--- config.mk ---
export PLATFORM = sky130hd
export DESIGN_NAME = audio_mixer_mc_flat
export DESIGN_NICKNAME = d
export VERILOG_FILES = /design/src/rtl/audio_mixer_mc_pkg.sv /design/src/rtl/audio_mixer_mc_if.sv /design/src/rtl/audio_mixer_mc_mac.sv /design/src/rtl/audio_mixer_mc.sv /design/src/flat_wrapper.sv
export SDC_FILE = /design/constraint.sdc
export NUM_CORES = 1
export LEC_CHECK = 0
export ABC_AREA = 0
export CORE_ASPECT_RATIO = 1.4
export CORE_UTILIZATION = 64
export CTS_CLUSTER_SIZE = 14
export DETAILED_ROUTE_END_ITERATION = 8
export PLACE_DENSITY = 0.95
export SLEW_MARGIN = 0
export SYNTH_ARGS = -nofsm -noshare
export SYNTH_HDL_FRONTEND = slang
export SYNTH_HIERARCHICAL = 1
export SYNTH_SLANG_ARGS = --single-unit
--- constraint.sdc ---
create_clock -name clk -period 19.8 [get_ports clk]
set_clock_uncertainty 0.2 [all_clocks]
set_input_delay 5.94 -clock clk [delete_from_list [all_inputs] [get_ports clk]]
set_output_delay 5.94 -clock clk [all_outputs]
set_load 0.01 [all_outputs]
--- src/rtl/audio_mixer_mc_pkg.sv ---
// Shared types and helpers for the time-multiplexed stereo mixer (package audio_mix_pkg).
package audio_mix_pkg;

    typedef enum logic [1:0] {
        IDLE   = 2'd0,
        ACCUM  = 2'd1,
        OUTPUT = 2'd2
    } mix_state_e;

    localparam int DEF_GAIN_FRAC = 6;
    localparam int UNITY_GAIN    = 1 << DEF_GAIN_FRAC;

    // Wide enough that summing num_ch full-scale products can never wrap.
    function automatic int acc_width(input int in_w, input int gain_w, input int num_ch);
        return in_w + gain_w + $clog2(num_ch) + 1;
    endfunction

    // Clamp a sign-extended value into the signed range of w bits (w <= 63).
    function automatic logic signed [63:0] sat_to_width(input logic signed [63:0] v, input int w);
        logic signed [63:0] mx;
        logic signed [63:0] mn;
        mx = (64'sd1 <<< (w - 1)) - 64'sd1;
        mn = -(64'sd1 <<< (w - 1));
        if (v > mx)      return mx;
        else if (v < mn) return mn;
        else             return v;
    endfunction

endpackage

--- src/rtl/audio_mixer_mc_if.sv ---
// Source-side / mixer-side bundle for audio_mixer_mc. Peak ports exist only with AUDIO_MIXER_MC_PEAK_EN.
interface audio_mixer_mc_if #(
    parameter int NUM_CH = 4,
    parameter int IN_W   = 16,
    parameter int OUT_W  = 16,
    parameter int GAIN_W = 8
);
    logic                        ce_2x;
    logic [NUM_CH*IN_W-1:0]      ch_l_in;
    logic [NUM_CH*IN_W-1:0]      ch_r_in;
    logic [NUM_CH*GAIN_W-1:0]    ch_gain;
    logic [NUM_CH-1:0]           ch_mute;
    logic signed [OUT_W-1:0]     mix_l_out;
    logic signed [OUT_W-1:0]     mix_r_out;
    logic                        mix_valid;
    logic                        busy;
    logic                        overrun;
`ifdef AUDIO_MIXER_MC_PEAK_EN
    logic                        peak_clr;
    logic [OUT_W-2:0]            peak_l;
    logic [OUT_W-2:0]            peak_r;

    modport master (output ce_2x, ch_l_in, ch_r_in, ch_gain, ch_mute, peak_clr,
                    input  mix_l_out, mix_r_out, mix_valid, busy, overrun, peak_l, peak_r);
    modport slave  (input  ce_2x, ch_l_in, ch_r_in, ch_gain, ch_mute, peak_clr,
                    output mix_l_out, mix_r_out, mix_valid, busy, overrun, peak_l, peak_r);
`else
    modport master (output ce_2x, ch_l_in, ch_r_in, ch_gain, ch_mute,
                    input  mix_l_out, mix_r_out, mix_valid, busy, overrun);
    modport slave  (input  ce_2x, ch_l_in, ch_r_in, ch_gain, ch_mute,
                    output mix_l_out, mix_r_out, mix_valid, busy, overrun);
`endif
endinterface

--- src/rtl/audio_mixer_mc_mac.sv ---
// Single-lane signed sample x unsigned gain multiply-accumulate with clear and mute gate.
module audio_mix_mac #(
    parameter int IN_W   = 16,
    parameter int GAIN_W = 8,
    parameter int ACC_W  = 27
) (
    input  logic                    clk,
    input  logic                    reset,
    input  logic                    clr,
    input  logic                    en,
    input  logic                    mute,
    input  logic signed [IN_W-1:0]  sample,
    input  logic [GAIN_W-1:0]       gain,
    output logic signed [ACC_W-1:0] acc
);
    localparam int PROD_W = IN_W + GAIN_W + 1;

    logic signed [PROD_W-1:0] prod;
    logic signed [ACC_W-1:0]  acc_d, acc_q;

    always_comb begin
        // Gain is zero-extended so it stays positive inside the signed multiply.
        prod  = $signed(PROD_W'(sample)) * $signed(PROD_W'({1'b0, gain}));
        acc_d = acc_q;
        if (clr)
            acc_d = '0;
        else if (en && !mute)
            acc_d = acc_q + ACC_W'(prod);
    end

    always_ff @(posedge clk) begin
        if (reset) acc_q <= '0;
        else       acc_q <= acc_d;
    end

    assign acc = acc_q;
endmodule

--- src/rtl/audio_mixer_mc.sv ---
// Stereo mixer: one MAC per side walks the snapshotted channels, then shifts and saturates.
// Optional input/output peak meter enabled by AUDIO_MIXER_MC_PEAK_EN.
module audio_mixer_mc
    import audio_mix_pkg::*;
#(
    parameter int NUM_CH    = 4,
    parameter int IN_W      = 16,
    parameter int OUT_W     = 16,
    parameter int GAIN_W    = 8,
    parameter int GAIN_FRAC = DEF_GAIN_FRAC
) (
    input logic              clk,
    input logic              reset,
    audio_mixer_mc_if.slave  bus
);
    localparam int ACC_W = acc_width(IN_W, GAIN_W, NUM_CH);
    localparam int IDX_W = (NUM_CH > 1) ? $clog2(NUM_CH) : 1;

    mix_state_e                    state_d, state_q;
    logic [IDX_W-1:0]              idx_d, idx_q;
    logic [NUM_CH-1:0][IN_W-1:0]   l_d, l_q, r_d, r_q;
    logic [NUM_CH-1:0][GAIN_W-1:0] gain_d, gain_q;
    logic [NUM_CH-1:0]             mute_d, mute_q;
    logic signed [OUT_W-1:0]       mix_l_d, mix_l_q, mix_r_d, mix_r_q;
    logic                          mix_valid_d, mix_valid_q;
    logic                          busy_d, busy_q;
    logic                          overrun_d, overrun_q;
    logic                          mac_clr, mac_en;
    logic signed [ACC_W-1:0]       acc_l, acc_r, sh_l, sh_r;

    audio_mix_mac #(.IN_W(IN_W), .GAIN_W(GAIN_W), .ACC_W(ACC_W)) u_mac_l (
        .clk(clk), .reset(reset), .clr(mac_clr), .en(mac_en), .mute(mute_q[idx_q]),
        .sample($signed(l_q[idx_q])), .gain(gain_q[idx_q]), .acc(acc_l)
    );

    audio_mix_mac #(.IN_W(IN_W), .GAIN_W(GAIN_W), .ACC_W(ACC_W)) u_mac_r (
        .clk(clk), .reset(reset), .clr(mac_clr), .en(mac_en), .mute(mute_q[idx_q]),
        .sample($signed(r_q[idx_q])), .gain(gain_q[idx_q]), .acc(acc_r)
    );

    always_comb begin
        state_d     = state_q;
        idx_d       = idx_q;
        l_d         = l_q;
        r_d         = r_q;
        gain_d      = gain_q;
        mute_d      = mute_q;
        mix_l_d     = mix_l_q;
        mix_r_d     = mix_r_q;
        mix_valid_d = 1'b0;
        busy_d      = busy_q;
        overrun_d   = overrun_q;
        mac_clr     = 1'b0;
        mac_en      = 1'b0;
        sh_l        = acc_l >>> GAIN_FRAC;
        sh_r        = acc_r >>> GAIN_FRAC;

        // A strobe during any non-idle cycle, OUTPUT included, is dropped and flagged.
        if (bus.ce_2x && state_q != IDLE)
            overrun_d = 1'b1;

        case (state_q)
            IDLE: begin
                if (bus.ce_2x) begin
                    l_d     = bus.ch_l_in;
                    r_d     = bus.ch_r_in;
                    gain_d  = bus.ch_gain;
                    mute_d  = bus.ch_mute;
                    idx_d   = '0;
                    mac_clr = 1'b1;
                    busy_d  = 1'b1;
                    state_d = ACCUM;
                end
            end
            ACCUM: begin
                mac_en = 1'b1;
                idx_d  = idx_q + 1'b1;
                if (idx_q == IDX_W'(NUM_CH - 1)) begin
                    idx_d   = '0;
                    state_d = OUTPUT;
                end
            end
            OUTPUT: begin
                mix_l_d     = OUT_W'(sat_to_width(64'(sh_l), OUT_W));
                mix_r_d     = OUT_W'(sat_to_width(64'(sh_r), OUT_W));
                mix_valid_d = 1'b1;
                busy_d      = 1'b0;
                state_d     = IDLE;
            end
            default: state_d = IDLE;
        endcase
    end

    always_ff @(posedge clk) begin
        if (reset) begin
            state_q     <= IDLE;
            idx_q       <= '0;
            l_q         <= '0;
            r_q         <= '0;
            gain_q      <= '0;
            mute_q      <= '0;
            mix_l_q     <= '0;
            mix_r_q     <= '0;
            mix_valid_q <= 1'b0;
            busy_q      <= 1'b0;
            overrun_q   <= 1'b0;
        end else begin
            state_q     <= state_d;
            idx_q       <= idx_d;
            l_q         <= l_d;
            r_q         <= r_d;
            gain_q      <= gain_d;
            mute_q      <= mute_d;
            mix_l_q     <= mix_l_d;
            mix_r_q     <= mix_r_d;
            mix_valid_q <= mix_valid_d;
            busy_q      <= busy_d;
            overrun_q   <= overrun_d;
        end
    end

    assign bus.mix_l_out = mix_l_q;
    assign bus.mix_r_out = mix_r_q;
    assign bus.mix_valid = mix_valid_q;
    assign bus.busy      = busy_q;
    assign bus.overrun   = overrun_q;

`ifdef AUDIO_MIXER_MC_PEAK_EN
    logic [OUT_W-2:0] peak_l_d, peak_l_q, peak_r_d, peak_r_q, abs_l, abs_r;

    // Magnitude in OUT_W-1 bits; the most negative code clamps to full scale.
    function automatic logic [OUT_W-2:0] mag(input logic signed [OUT_W-1:0] v);
        if (!v[OUT_W-1])                        return v[OUT_W-2:0];
        else if (v[OUT_W-2:0] == '0)            return '1;
        else                                    return (OUT_W-1)'(-v);
    endfunction

    always_comb begin
        abs_l    = mag(mix_l_q);
        abs_r    = mag(mix_r_q);
        peak_l_d = peak_l_q;
        peak_r_d = peak_r_q;
        if (mix_valid_q) begin
            peak_l_d = (bus.peak_clr || abs_l > peak_l_q) ? abs_l : peak_l_q;
            peak_r_d = (bus.peak_clr || abs_r > peak_r_q) ? abs_r : peak_r_q;
        end else if (bus.peak_clr) begin
            peak_l_d = '0;
            peak_r_d = '0;
        end
    end

    always_ff @(posedge clk) begin
        if (reset) begin
            peak_l_q <= '0;
            peak_r_q <= '0;
        end else begin
            peak_l_q <= peak_l_d;
            peak_r_q <= peak_r_d;
        end
    end

    assign bus.peak_l = peak_l_q;
    assign bus.peak_r = peak_r_q;
`endif
endmodule

--- src/flat_wrapper.sv ---
// flat-port wrapper written by rule: the top's interface ports become plain ports
module audio_mixer_mc_flat import audio_mix_pkg::*;
#(
    parameter int NUM_CH    = 4,
    parameter int IN_W      = 16,
    parameter int OUT_W     = 16,
    parameter int GAIN_W    = 8,
    parameter int GAIN_FRAC = DEF_GAIN_FRAC
)
  (clk, reset, bus_ce_2x, bus_ch_l_in, bus_ch_r_in, bus_ch_gain, bus_ch_mute, bus_mix_l_out, bus_mix_r_out, bus_mix_valid, bus_busy, bus_overrun);
  audio_mixer_mc_if #(.NUM_CH(NUM_CH), .IN_W(IN_W), .OUT_W(OUT_W), .GAIN_W(GAIN_W)) bus_i ();
  input logic clk;
  input logic reset;
  input wire logic [$bits(bus_i.ce_2x)-1:0] bus_ce_2x;
  input wire logic [$bits(bus_i.ch_l_in)-1:0] bus_ch_l_in;
  input wire logic [$bits(bus_i.ch_r_in)-1:0] bus_ch_r_in;
  input wire logic [$bits(bus_i.ch_gain)-1:0] bus_ch_gain;
  input wire logic [$bits(bus_i.ch_mute)-1:0] bus_ch_mute;
  output wire logic [$bits(bus_i.mix_l_out)-1:0] bus_mix_l_out;
  output wire logic [$bits(bus_i.mix_r_out)-1:0] bus_mix_r_out;
  output wire logic [$bits(bus_i.mix_valid)-1:0] bus_mix_valid;
  output wire logic [$bits(bus_i.busy)-1:0] bus_busy;
  output wire logic [$bits(bus_i.overrun)-1:0] bus_overrun;
  assign bus_i.ce_2x = bus_ce_2x;
  assign bus_i.ch_l_in = bus_ch_l_in;
  assign bus_i.ch_r_in = bus_ch_r_in;
  assign bus_i.ch_gain = bus_ch_gain;
  assign bus_i.ch_mute = bus_ch_mute;
  assign bus_mix_l_out = bus_i.mix_l_out;
  assign bus_mix_r_out = bus_i.mix_r_out;
  assign bus_mix_valid = bus_i.mix_valid;
  assign bus_busy = bus_i.busy;
  assign bus_overrun = bus_i.overrun;
  audio_mixer_mc #(.NUM_CH(NUM_CH), .IN_W(IN_W), .OUT_W(OUT_W), .GAIN_W(GAIN_W), .GAIN_FRAC(GAIN_FRAC)) u_core (.clk(clk), .reset(reset), .bus(bus_i));
endmodule
==> out/qor.csv <==
stage,metric,value,unit
status,status,"complete, no violations",
logic_synthesis,distinct cell type count after synthesis,69,
critical_path,Reg2Reg Capture Point,u_core/u_mac_l/acc[26]$_SDFFE_PP0P_,
drt,Routed WL per cell,20.3,microns
logic_synthesis,Synth top cells by count,"nand2_1 (557), inv_1 (332), a21oi_1 (262)",
drt,DRT iter0 DRCs,1989,
critical_path,RR Startpoint,u_core/idx_q[0]$_SDFFE_PP0P_,
logic_synthesis,sequential area share after synthesis,24.0,%
logic_synthesis,Area contributors post-synth,"dfxtp_1 (24%), fa_1 (24%), nand2_1 (9.8%), ha_1 (7.0%), a21oi_1 (6.1%)",
timing,relative slew slack,17.9,%
cts,worst skew pair latency,580,ps
critical_path,WS Path Type,input port to flip-flop,
layout,Layout Cells excl Fill,3049,
cts,"Reg clk slew, reported paths",60,ps
critical_path,arrival time at the worst endpoint,10100,ps
grt,largest net degree at the start of global routing,117,
drt,post-route ant nets,0,
critical_path,Slowest Stage Delay on Critical Path,770,ps
flow_run,maxcap violations,0,
critical_path,CP max FO,95,
critical_path,R2R depth,21,
logic_synthesis,largest area contributor in the netlist,dfxtp_1,
critical_path,Setup crit end,u_core/u_mac_l/acc[26]$_SDFFE_PP0P_,
layout,# nets final,3132,
pwr,Clk pwr share,37.5,%
pwr,Net Switching,0.449,mW
grt,initial antenna violation count,0,
drt,top layer used by detailed routing,met4,
floorplan,Core Area,0.0327,sq mm
placed_design,dpl ws,9530,ps
cts,H-tree levels,1,
drt,final WL,61.8,mm
grt,first-pass GRT wire length,97.8,mm
critical_path,"reg-to-reg slack, setup",12170,ps
timing,RSZ-0062 raised after global routing,false,
timing,Final min period,9860,ps
logic_synthesis,most frequent cell after synthesis,nand2_1,
critical_path,Worst setup EP type,flip-flop,
grt,total global-route track usage,36.7,%
cts,post-CTS setup buffer count,0,
timing,final worst setup slack,9940,ps
logic_synthesis,Post-synth EDFFs,0,
pwr,Sw Share,31.0,%
floorplan,die area,0.0342,sq mm
pwr,internal power,0.997,mW
floorplan,DIE WIDTH,157,microns
layout,"Design Area, Final",0.0243,sq mm
critical_path,"Cell Chain, Critical Path",clkdlybuf4s50_1 -> or3b_4 -> inv_4 -> buf_4 -> nor2_1 -> nand2_1 -> or3_1 -> a21oi_1 -> a41o_1 -> or3_1,
logic_synthesis,synthesized area per cell,8.61,sq um
logic_synthesis,asr flop ratio synth,0,%
logic_synthesis,Cells after Synth,2485,
floorplan,die height,218,microns
timing,FMAX,101,MHz
placed_design,PortBufs,201,
drt,TritonRoute pass-1 iters,7,
placed_design,Placer Congestion,0.971,
drt,vias per cell,6.22,
cts,CTS resizes,0,
pwr,Comb pwr share,23.5,%
critical_path,CP Launch Point,bus_ce_2x,
layout,Area Growth Syn to Fin,13.6,%
timing,fin. max-slew vios,0,
logic_synthesis,synthesized area,0.0214,sq mm
logic_synthesis,net count after synthesis,3025,
layout,diodes inserted,0,
pwr,Final Total Pwr,1.45,mW
timing,Worst Tran Pin Value,1230,ps
cts,clock sinks,257,
drt,via count,18959,
floorplan,Rows,78,
timing,crit share post-route,49.8,%
logic_synthesis,area fraction of the dominant cell type after synthesis,24.0,%
cts,TritonCTS buffer count,26,
critical_path,"Req. time, crit path",20040,ps
placed_design,Post-DP Area,0.0234,sq mm
pwr,Max IR drop VDD,0.0000853,V
grt,vias in the first global route,19910,
critical_path,crit path launch type,input port,
timing,# setup viols final,0,
logic_synthesis,YS warnings,6,
drt,met2 WL,31.3,mm
drt,met3 wire len,5.17,mm
logic_synthesis,Yosys reg bits,257,
timing,Final Hold Viols,0,
layout,post-layout utilization of the core,74.3,%
critical_path,Slowest cell on crit path,inv_4,
hold_path,worst hold path class,flip-flop to flip-flop,
cts,CTS Hold Buffers Added,0,
pwr,Flop pwr share,39.0,%
cts,CTS tree,built,
cts,maximum clock insertion buffer count,3,
timing,setup_tns,0,ps
floorplan,Starting Density,65.4,%
layout,share of layout cells above drive strength 1,4.33,%
grt,GRT overflow,0,
critical_path,cell mode on critical path,or3_1,
layout,filler instances,2028,
placed_design,dpl hpwl,43.1,mm
timing,Hold Slack,255,ps
floorplan,num ports,202,
drt,DRC,0,
drt,M1 WL,21.1,mm
placed_design,Post-Place Cells,3004,
logic_synthesis,Main synth FF type,dfxtp_1,
pwr,leakage power figure,10.9,nW
pwr,PD cells,59.5,mW/mm^2
cts,root cell of the clock tree,clkbuf_16,
==> registers in the layout, summed over array words and instances (netlist names) <==
name	cells
u_core/bus.mix_r_out	16
u_core/l_q	64
u_core/bus.mix_valid	1
u_core/u_mac_r/acc	27
u_core/r_q	64
u_core/bus.mix_l_out	16
u_core/state_q	2
u_core/mute_q	4
u_core/u_mac_l/acc	27
u_core/bus.busy	1
u_core/gain_q	32
u_core/bus.overrun	1
u_core/idx_q	2
==> layer usage <==
| metal | vias up | global-route usage (%) |
|---|---|---|
| li1 | 8180 | - |
| met1 | 9150 | 40.6 |
| met2 | 1252 | 63.4 |
| met3 | 377 | 7.04 |
| met4 | 0 | 25.5 |
| met5 | - | 0 |
==> kinds of logic (layout without fill, tap and decap cells) <==
family	count (synthesis)	in the layout	share of synthesized area [%]
simple gates	877	877	18.1
buf+inv	464	588	8.91
compound gates	428	428	12.0
fa+ha+maj	373	373	30.7
flops	257	257	24.0
mux	46	46	4.55
xor+xnor	40	40	1.64
==> power groups by stage <==
| stage | Clock, mW | Combinational [mW] | Sequential, mW |
|---|---|---|---|
| global route | 0.566 | 0.369 | 0.565 |
| global placement | 0 | 0.309 | 0.569 |
| finish | 0.543 | 0.340 | 0.564 |
| CTS | 0.544 | 0.332 | 0.562 |
| floorplan | 0 | 0.231 | 0.564 |
| detailed placement | 0 | 0.326 | 0.572 |
==> critical path: cells and delay by family <==
family / cells / cell delay [ps]
compound gates: 2 / 280
buf+inv: 3 / 1980
simple gates: 5 / 1790
==> how the worst min path moves through the flow <==
| stage | start | to | slack [ps] | cells past startpoint |
|---|---|---|---|---|
| 5_1_grt | u_core/l_q[32]$_SDFFE_PP0P_ | u_core/l_q[32]$_SDFFE_PP0P_ | 280 | 2 |
| 2_1_floorplan | u_core/u_mac_l/acc[5]$_SDFFE_PP0P_ | u_core/u_mac_l/acc[5]$_SDFFE_PP0P_ | 230 | 2 |
| 4_1_cts | u_core/l_q[39]$_SDFFE_PP0P_ | u_core/l_q[39]$_SDFFE_PP0P_ | 260 | 2 |
| 3_3_place_gp | u_core/l_q[40]$_SDFFE_PP0P_ | u_core/l_q[40]$_SDFFE_PP0P_ | 240 | 2 |
| 3_5_place_dp | u_core/r_q[37]$_SDFFE_PP0P_ | u_core/r_q[37]$_SDFFE_PP0P_ | 240 | 2 |
| 6_report | u_core/l_q[57]$_SDFFE_PP0P_ | u_core/l_q[57]$_SDFFE_PP0P_ | 260 | 2 |
==> cells in the final DEF (no fill, tap or decap), types with 9 or more instances in the layout <==
cell,instances
nor3_1,9
and2_1,141
a311oi_1,30
or3_1,10
nand3_1,43
dfxtp_1,255
nand4_1,9
xor2_1,19
a21oi_1,262
a21o_1,16
o21ai_0,41
clkdlybuf4s50_1,200
nor2_1,75
nand2_1,557
buf_4,9
xnor2_1,21
fa_1,254
inv_1,332
ha_1,119
clkbuf_16,26
o21a_1,10
mux4_2,41
==> area by class of cell <==
cell class,count,area (sq um),share of cell area [%]
Timing Repair Buffer,210,2080,8.56
Sequential cell,257,5150,21.2
Multi-Input combinational cell,1764,14300,59.0
Inverter,333,1250,5.15
Clock buffer,35,734,3.02
Tap cell,440,551,2.26
Clock inverter,10,195,0.803
(Power assumes the default switching activity.)
